<file path="src/rtl/fft_butterfly_stage2.sv">
// Second radix-2 DIF stage of the 8-point FFT: buffers a frame, runs (0,2)(1,3)(4,6)(5,7) butterflies.
// Latency: first output visible 5 edges after the 8th input is accepted (4 calc cycles + output register).
// Backpressure: input ready only while loading; a low ready_i freezes the output beat indefinitely.
// Build option: define FFT_STAGE2_SCALE_EN to halve every result component (no overflow);
// without it the low DATA_WIDTH/2 bits are kept and overflow wraps in two's complement.
module fft_butterfly_stage2 #(
    parameter int DATA_WIDTH = 50,
    parameter int FRAME_LEN  = 8
) (
    input  logic                  clk_i,
    input  logic                  rst_ni,
    input  logic [DATA_WIDTH-1:0] signal_i,
    input  logic                  valid_i,
    output logic                  ready_o,
    output logic [DATA_WIDTH-1:0] signal_o,
    output logic                  valid_o,
    input  logic                  ready_i,
    output logic                  last_o
);

    localparam int HW = DATA_WIDTH / 2;
    localparam int EW = HW + 1;
    localparam logic [2:0] LAST_IDX = 3'(FRAME_LEN - 1);

    // The butterfly pairing and counter widths are hard-wired for 8 samples.
    generate
        if (FRAME_LEN != 8) begin : g_bad_frame_len
            $error("fft_butterfly_stage2: FRAME_LEN must be 8");
        end
    endgenerate

    typedef enum logic [1:0] {
        S_LOAD  = 2'd0,
        S_CALC  = 2'd1,
        S_DRAIN = 2'd2
    } state_t;

    state_t r_state;
    state_t w_state_nxt;

    logic [2:0]            r_in_cnt;
    logic [1:0]            r_calc_cnt;
    logic [2:0]            r_out_cnt;
    logic [DATA_WIDTH-1:0] r_signal_o;
    logic                  r_valid_o;
    logic                  r_last_o;

    logic [DATA_WIDTH-1:0] r_in_buf  [0:7];
    logic [DATA_WIDTH-1:0] r_out_buf [0:7];

    logic w_in_fire;
    logic w_out_fire;

    assign ready_o    = (r_state == S_LOAD);
    assign w_in_fire  = valid_i && (r_state == S_LOAD);
    assign w_out_fire = r_valid_o && ready_i;
    assign signal_o   = r_signal_o;
    assign valid_o    = r_valid_o;
    assign last_o     = r_last_o;

    // Result width reduction for one component of a DATA_WIDTH/2+1 bit intermediate.
`ifdef FFT_STAGE2_SCALE_EN
    function automatic logic [HW-1:0] reduce(input logic signed [EW-1:0] v);
        return HW'(v >>> 1);
    endfunction
`else
    function automatic logic [HW-1:0] reduce(input logic signed [EW-1:0] v);
        return HW'(v);
    endfunction
`endif

    // Butterfly operands: k selects pair (a, a+2) with a in {0,1,4,5}.
    logic [2:0]            w_idx_a;
    logic [2:0]            w_idx_b;
    logic [DATA_WIDTH-1:0] w_x_a;
    logic [DATA_WIDTH-1:0] w_x_b;
    logic signed [EW-1:0]  w_a_re, w_a_im, w_b_re, w_b_im;
    logic signed [EW-1:0]  w_s_re, w_s_im, w_d_re, w_d_im;
    logic signed [EW-1:0]  w_t_re, w_t_im;
    logic [DATA_WIDTH-1:0] w_y_a;
    logic [DATA_WIDTH-1:0] w_y_b;

    assign w_idx_a = {r_calc_cnt[1], 1'b0, r_calc_cnt[0]};
    assign w_idx_b = {r_calc_cnt[1], 1'b1, r_calc_cnt[0]};
    assign w_x_a   = r_in_buf[w_idx_a];
    assign w_x_b   = r_in_buf[w_idx_b];

    assign w_a_re = {w_x_a[DATA_WIDTH-1], w_x_a[DATA_WIDTH-1:HW]};
    assign w_a_im = {w_x_a[HW-1], w_x_a[HW-1:0]};
    assign w_b_re = {w_x_b[DATA_WIDTH-1], w_x_b[DATA_WIDTH-1:HW]};
    assign w_b_im = {w_x_b[HW-1], w_x_b[HW-1:0]};

    assign w_s_re = w_a_re + w_b_re;
    assign w_s_im = w_a_im + w_b_im;
    assign w_d_re = w_a_re - w_b_re;
    assign w_d_im = w_a_im - w_b_im;

    // Twiddle: identity for even k, multiply by -j for odd k (re'=im, im'=-re).
    always_comb begin
        w_t_re = w_d_re;
        w_t_im = w_d_im;
        if (r_calc_cnt[0]) begin
            w_t_re = w_d_im;
            w_t_im = -w_d_re;
        end
    end

    assign w_y_a = {reduce(w_s_re), reduce(w_s_im)};
    assign w_y_b = {reduce(w_t_re), reduce(w_t_im)};

    // State register.
    always_ff @(posedge clk_i) begin
        if (!rst_ni) begin
            r_state <= S_LOAD;
        end else begin
            r_state <= w_state_nxt;
        end
    end

    // Next-state logic: load 8, compute 4 pairs, drain 8.
    always_comb begin
        w_state_nxt = r_state;
        case (r_state)
            S_LOAD: begin
                if (w_in_fire && (r_in_cnt == LAST_IDX)) begin
                    w_state_nxt = S_CALC;
                end
            end
            S_CALC: begin
                if (r_calc_cnt == 2'd3) begin
                    w_state_nxt = S_DRAIN;
                end
            end
            S_DRAIN: begin
                if (w_out_fire && (r_out_cnt == LAST_IDX)) begin
                    w_state_nxt = S_LOAD;
                end
            end
            default: w_state_nxt = S_LOAD;
        endcase
    end

    // Counters and the registered output beat.
    always_ff @(posedge clk_i) begin
        if (!rst_ni) begin
            r_in_cnt   <= 3'd0;
            r_calc_cnt <= 2'd0;
            r_out_cnt  <= 3'd0;
            r_signal_o <= '0;
            r_valid_o  <= 1'b0;
            r_last_o   <= 1'b0;
        end else begin
            // in_cnt wraps to 0 on the 8th accept.
            if (w_in_fire) begin
                r_in_cnt <= r_in_cnt + 3'd1;
            end
            // calc_cnt wraps to 0 after pair k3.
            if (r_state == S_CALC) begin
                r_calc_cnt <= r_calc_cnt + 2'd1;
            end
            if (r_state == S_DRAIN) begin
                if (!r_valid_o) begin
                    // First drain cycle: present out_buf[0].
                    r_signal_o <= r_out_buf[r_out_cnt];
                    r_valid_o  <= 1'b1;
                    r_last_o   <= (r_out_cnt == LAST_IDX);
                end else if (ready_i) begin
                    if (r_out_cnt == LAST_IDX) begin
                        r_out_cnt <= 3'd0;
                        r_valid_o <= 1'b0;
                        r_last_o  <= 1'b0;
                    end else begin
                        r_out_cnt  <= r_out_cnt + 3'd1;
                        r_signal_o <= r_out_buf[r_out_cnt + 3'd1];
                        r_last_o   <= ((r_out_cnt + 3'd1) == LAST_IDX);
                    end
                end
            end
        end
    end

    // Frame buffers; contents are don't-care after reset.
    always_ff @(posedge clk_i) begin
        if (w_in_fire) begin
            r_in_buf[r_in_cnt] <= signal_i;
        end
        if (r_state == S_CALC) begin
            r_out_buf[w_idx_a] <= w_y_a;
            r_out_buf[w_idx_b] <= w_y_b;
        end
    end

endmodule

</file>
<file path="config.mk">
export PLATFORM = sky130hd
export DESIGN_NAME = fft_butterfly_stage2
export DESIGN_NICKNAME = d
export VERILOG_FILES = /design/src/rtl/fft_butterfly_stage2.sv
export SDC_FILE = /design/constraint.sdc
export NUM_CORES = 1
export LEC_CHECK = 0
export CORE_ASPECT_RATIO = 0.75
export CORE_MARGIN = 2
export CORE_UTILIZATION = 55
export DETAILED_ROUTE_END_ITERATION = 10
export HOLD_SLACK_MARGIN = 0.08
export PLACE_DENSITY = 0.78
export SLEW_MARGIN = 0
export SYNTH_ARGS = -nofsm -noshare
export SYNTH_HDL_FRONTEND = slang
export SYNTH_SLANG_ARGS = --single-unit
</file>
<file path="constraint.sdc">
create_clock -name clk_i -period 8.75 [get_ports clk_i]
set_input_delay 2.625 -clock clk_i [delete_from_list [all_inputs] [get_ports clk_i]]
set_output_delay 2.625 -clock clk_i [all_outputs]
set_load 0.01 [all_outputs]
</file>
==> results by group <==
Placed design
  • Port bufs: 106
  • Pre-CTS setup slack: 2.98 ns
  • GP Congestion: 0.892
  • Post-DP HPWL: 64200 um

CTS
  • Clk sinks: 867
  • H-tree levels: 3
  • Number of post-CTS setup repair buffers: 0
  • Clock-pin slew on the worst setup and hold paths: 0.06 ns
  • Hold_buf cts: 0
  • Max Root-Sink Buffers: 3
  • TritonCTS clock tree: done
  • Worst skew pair latency: 0.66 ns
  • CTS Buf Count: 82
  • Resized Gates After CTS: 0
  • Clk Tree Root Cell: clkbuf_16

Yosys
  • Yosys cell types: 78
  • Register area share after synthesis: 62.1%
  • Avg Cell Area, Syn: 16.5 um2
  • Synth Net Count: 2631
  • Post-synth EDFFs: 800
  • Largest cells by area after synthesis: edfxtp_1 (59%), mux4_2 (16%), dfxtp_1 (3.3%)
  • Ys async rst share: 0%
  • Seq cells post-synth: 867
  • Mapped Cells: 2467
  • Post-Synthesis Cell Area: 40800 um2
  • Ys flop type: edfxtp_1
  • Yosys Warn Count: 0
  • Area leader, netlist: edfxtp_1
  • Post-synth top area share: 58.9%

Power and ir drop
  • Switching Power: 2040 uW
  • Leak: 0.0146 uW
  • Reg power frac: 51.1%
  • Cell area power density: 199 nW/um2
  • Switching portion of total power: 22.4%
  • Clock power frac: 41.1%
  • Max VDD drop: 184 uV
  • P_int: 7060 uW
  • Logic pwr share: 7.8%

Worst setup path
  • R2R Setup Slk: 3.05 ns
  • Max FO, Critical Path: 49
  • Slowest CP cell: buf_4
  • Worst path required time: 9.08 ns
  • Crit path DAT: 6.03 ns
  • Slowest stage delay, CP: 0.83 ns
  • Startpoint Class: flop
  • CP Capture Type: flop
  • Critical path type: flop to flop
  • Cells along the critical path: buf_4 > mux4_2 > inv_1 > ha_1 > fa_1 > nor2b_1 > o21ai_1 > a21boi_0 > o31a_1 > o41a_1 > o211a_1 > o41ai_1 > o21ai_0 > xor2_1 > mux2i_1
  • Critical path buffers and inverters: 2
  • Delay-heaviest family, CP: compound AO/OA/AOI/OAI gates

Global routing
  • Largest net degree at the start of global routing: 75
  • Initial antenna violation count: 1
  • First-pass GRT wire length: 146000 um
  • Total track usage: 25.9%
  • Vias in the first global route: 22900
  • Total gr overflow: 0

Route
  • # DRC: 0
  • Total wire length: 98000 um
  • Vias per inst: 6.48
  • 1st-pass router iterations: 7
  • Total number of vias: 23200
  • DR WL/cell: 27.4 um
  • Initial drt markers: 2651
  • DRT antenna net count: 0

Timing
  • Fin. Hold Viols: 0
  • PnR worst setup slack: 3.05 ns
  • RSZ-0062 raised after global routing: no
  • Setup TNS: 0 ns
  • Final setup viols: 0
  • Minimum clock period: 5.70 ns
  • Worst-Margin Slew: 1.36 ns
  • Final Cycle Share: 65.1%
  • Fmax: 175 MHz
  • Clock skew: 0.0255 ns
  • Final Slew Violations: 0
  • Slew margin rel.: 8.94%

Floorplan
  • Num rows: 86
  • Die Width: 319 um
  • Die ar.: 76400 um2
  • Core box area: 73500 um2
  • Io pins: 107
  • Die H: 240 um
  • Initial Util: 55.5%

Cells and area
  • P&R area growth vs syn: 12.0%
  • FF+latch area: 25400 um2
  • Area of the multi-input gates: 14600 um2
  • Nets: 2710
  • FILL cells: 5095
  • Share of cells above drive strength 1: 19.7%
  • Antenna cells: 0

Hold path
  • Hold Path Class: flop to flop

Job
  • Max Cap Viol: 0

Run status
  • Outcome: completed
path summary, 6_finish.rpt:
kind	start	end	cells after the start
hold reg to reg	r_state[1]$_SDFFE_PN0P_	r_state[0]$_SDFFE_PN0P_	1
setup / recovery	flop	r_out_buf[3][49]$_DFFE_PP_	15
setup reg to reg	flop	r_out_buf[3][49]$_DFFE_PP_	15
hold / removal	r_state[1]$_SDFFE_PN0P_	r_state[0]$_SDFFE_PN0P_	1
Yosys cell counts, types with 4 or more instances:
| library cell | n |
|---|---|
| ha_1 | 106 |
| xor2_1 | 27 |
| a211oi_1 | 105 |
| buf_1 | 27 |
| mux4_2 | 298 |
| o21ai_0 | 48 |
| mux2_2 | 20 |
| o31ai_1 | 9 |
| a21o_1 | 18 |
| o21bai_1 | 21 |
| a21oi_1 | 122 |
| o21a_1 | 6 |
| nand3_1 | 11 |
| mux2i_1 | 62 |
| inv_1 | 106 |
| xnor2_1 | 86 |
| or2_2 | 4 |
| a31o_2 | 4 |
| nor2_1 | 80 |
| and3_1 | 5 |
| fa_1 | 4 |
| nand2b_1 | 16 |
| and2_1 | 11 |
| clkbuf_1 | 105 |
| nor2b_1 | 121 |
| o41a_1 | 5 |
| nand2_1 | 53 |
| edfxtp_1 | 800 |
| nor3_1 | 20 |
| buf_2 | 7 |
| a31oi_1 | 13 |
| or3_1 | 10 |
| dfxtp_1 | 67 |
flip-flops by register name (all words and copies together) (netlist names), named ones only:
register,flops
r_state,2
r_out_buf,400
signal_o,50
r_out_cnt,3
r_calc_cnt,2
valid_o,1
r_in_buf,400
r_in_cnt,3
last_o,1
worst reg2reg max path: cells and delay by family (launching register included):
family,cells,cell delay (ns)
flops,1,0.78
xor+xnor,1,0.30
simple gates,1,0.06
compound gates,7,2.06
mux,2,0.82
fa+ha+maj,2,0.43
buf+inv,2,0.91
placed cells by master (no fill, tap or decap), types with 9 or more instances in the layout:
cell and n:
clkinv_2 11, a21o_1 18, edfxtp_1 800, clkbuf_16 84, a31oi_1 13, clkinv_1 21
nand2b_1 16, nor3_1 18, xnor2_1 86, mux2i_1 62, nor2b_1 121, mux4_2 298
ha_1 104, clkdlybuf4s50_1 105, bufinv_16 15, nand3_1 11, a21oi_1 122, inv_1 106
o31ai_1 9, o21bai_1 21, dfxtp_1 59, xor2_1 27, clkbuf_1 16, or3_1 10
nand2_1 53, buf_4 32, o21ai_0 47, nor2_1 74, a211oi_1 105, mux2_2 20
layout make-up:
class,count,share of cell area [%]
sequential,867,55.6
multi-input combinational,1348,31.9
clock buffer,100,4.73
timing repair buffer,138,2.84
tap,968,2.65
clock inverter,52,1.44
inverter,109,0.895
power by group through the flow:
stage	registers, uW	logic (uW)	clock network [uW]
2_1_floorplan	4740	391	0
3_3_place_gp	4740	670	0
3_5_place_dp	4740	690	0
4_1_cts	4650	694	3800
5_1_grt	4650	758	3950
6_report	4650	711	3740
cells by family after synthesis:
group / Yosys count / share of synthesized area [%]
buffers and inverters: 252 / 2.39
AO/OA/AOI/OAI: 392 / 6.40
adder cells (fa/ha/maj): 110 / 3.45
multiplexers: 380 / 18.5
AND/OR/NAND/NOR: 353 / 4.68
flip-flops: 867 / 62.1
XOR/XNOR: 113 / 2.42
routing by layer:
| metal | wire, um | track usage, % |
|---|---|---|
| met1 | 40400 | 36.6 |
| met2 | 44500 | 39.0 |
| met3 | 11100 | 8.55 |
| met4 | 2100 | 6.61 |
| met5 | 0 | 0 |
stage by stage:
stage          util (%)  power [uW]  hold slack [ns]  instance area [um2]  instances
6_report           62.2        9100            0.489                45700       3582
5_1_grt            62.2        9360            0.511                45700       3582
4_1_cts            62.2        9140            0.484                45700       3582
3_5_place_dp       58.4        5430            0.468                42900       3430
3_3_place_gp       58.4        5400            0.461                42900       3430
2_1_floorplan         -        5130            0.432                40800       2467
Power figures use the tool's default switching activity.
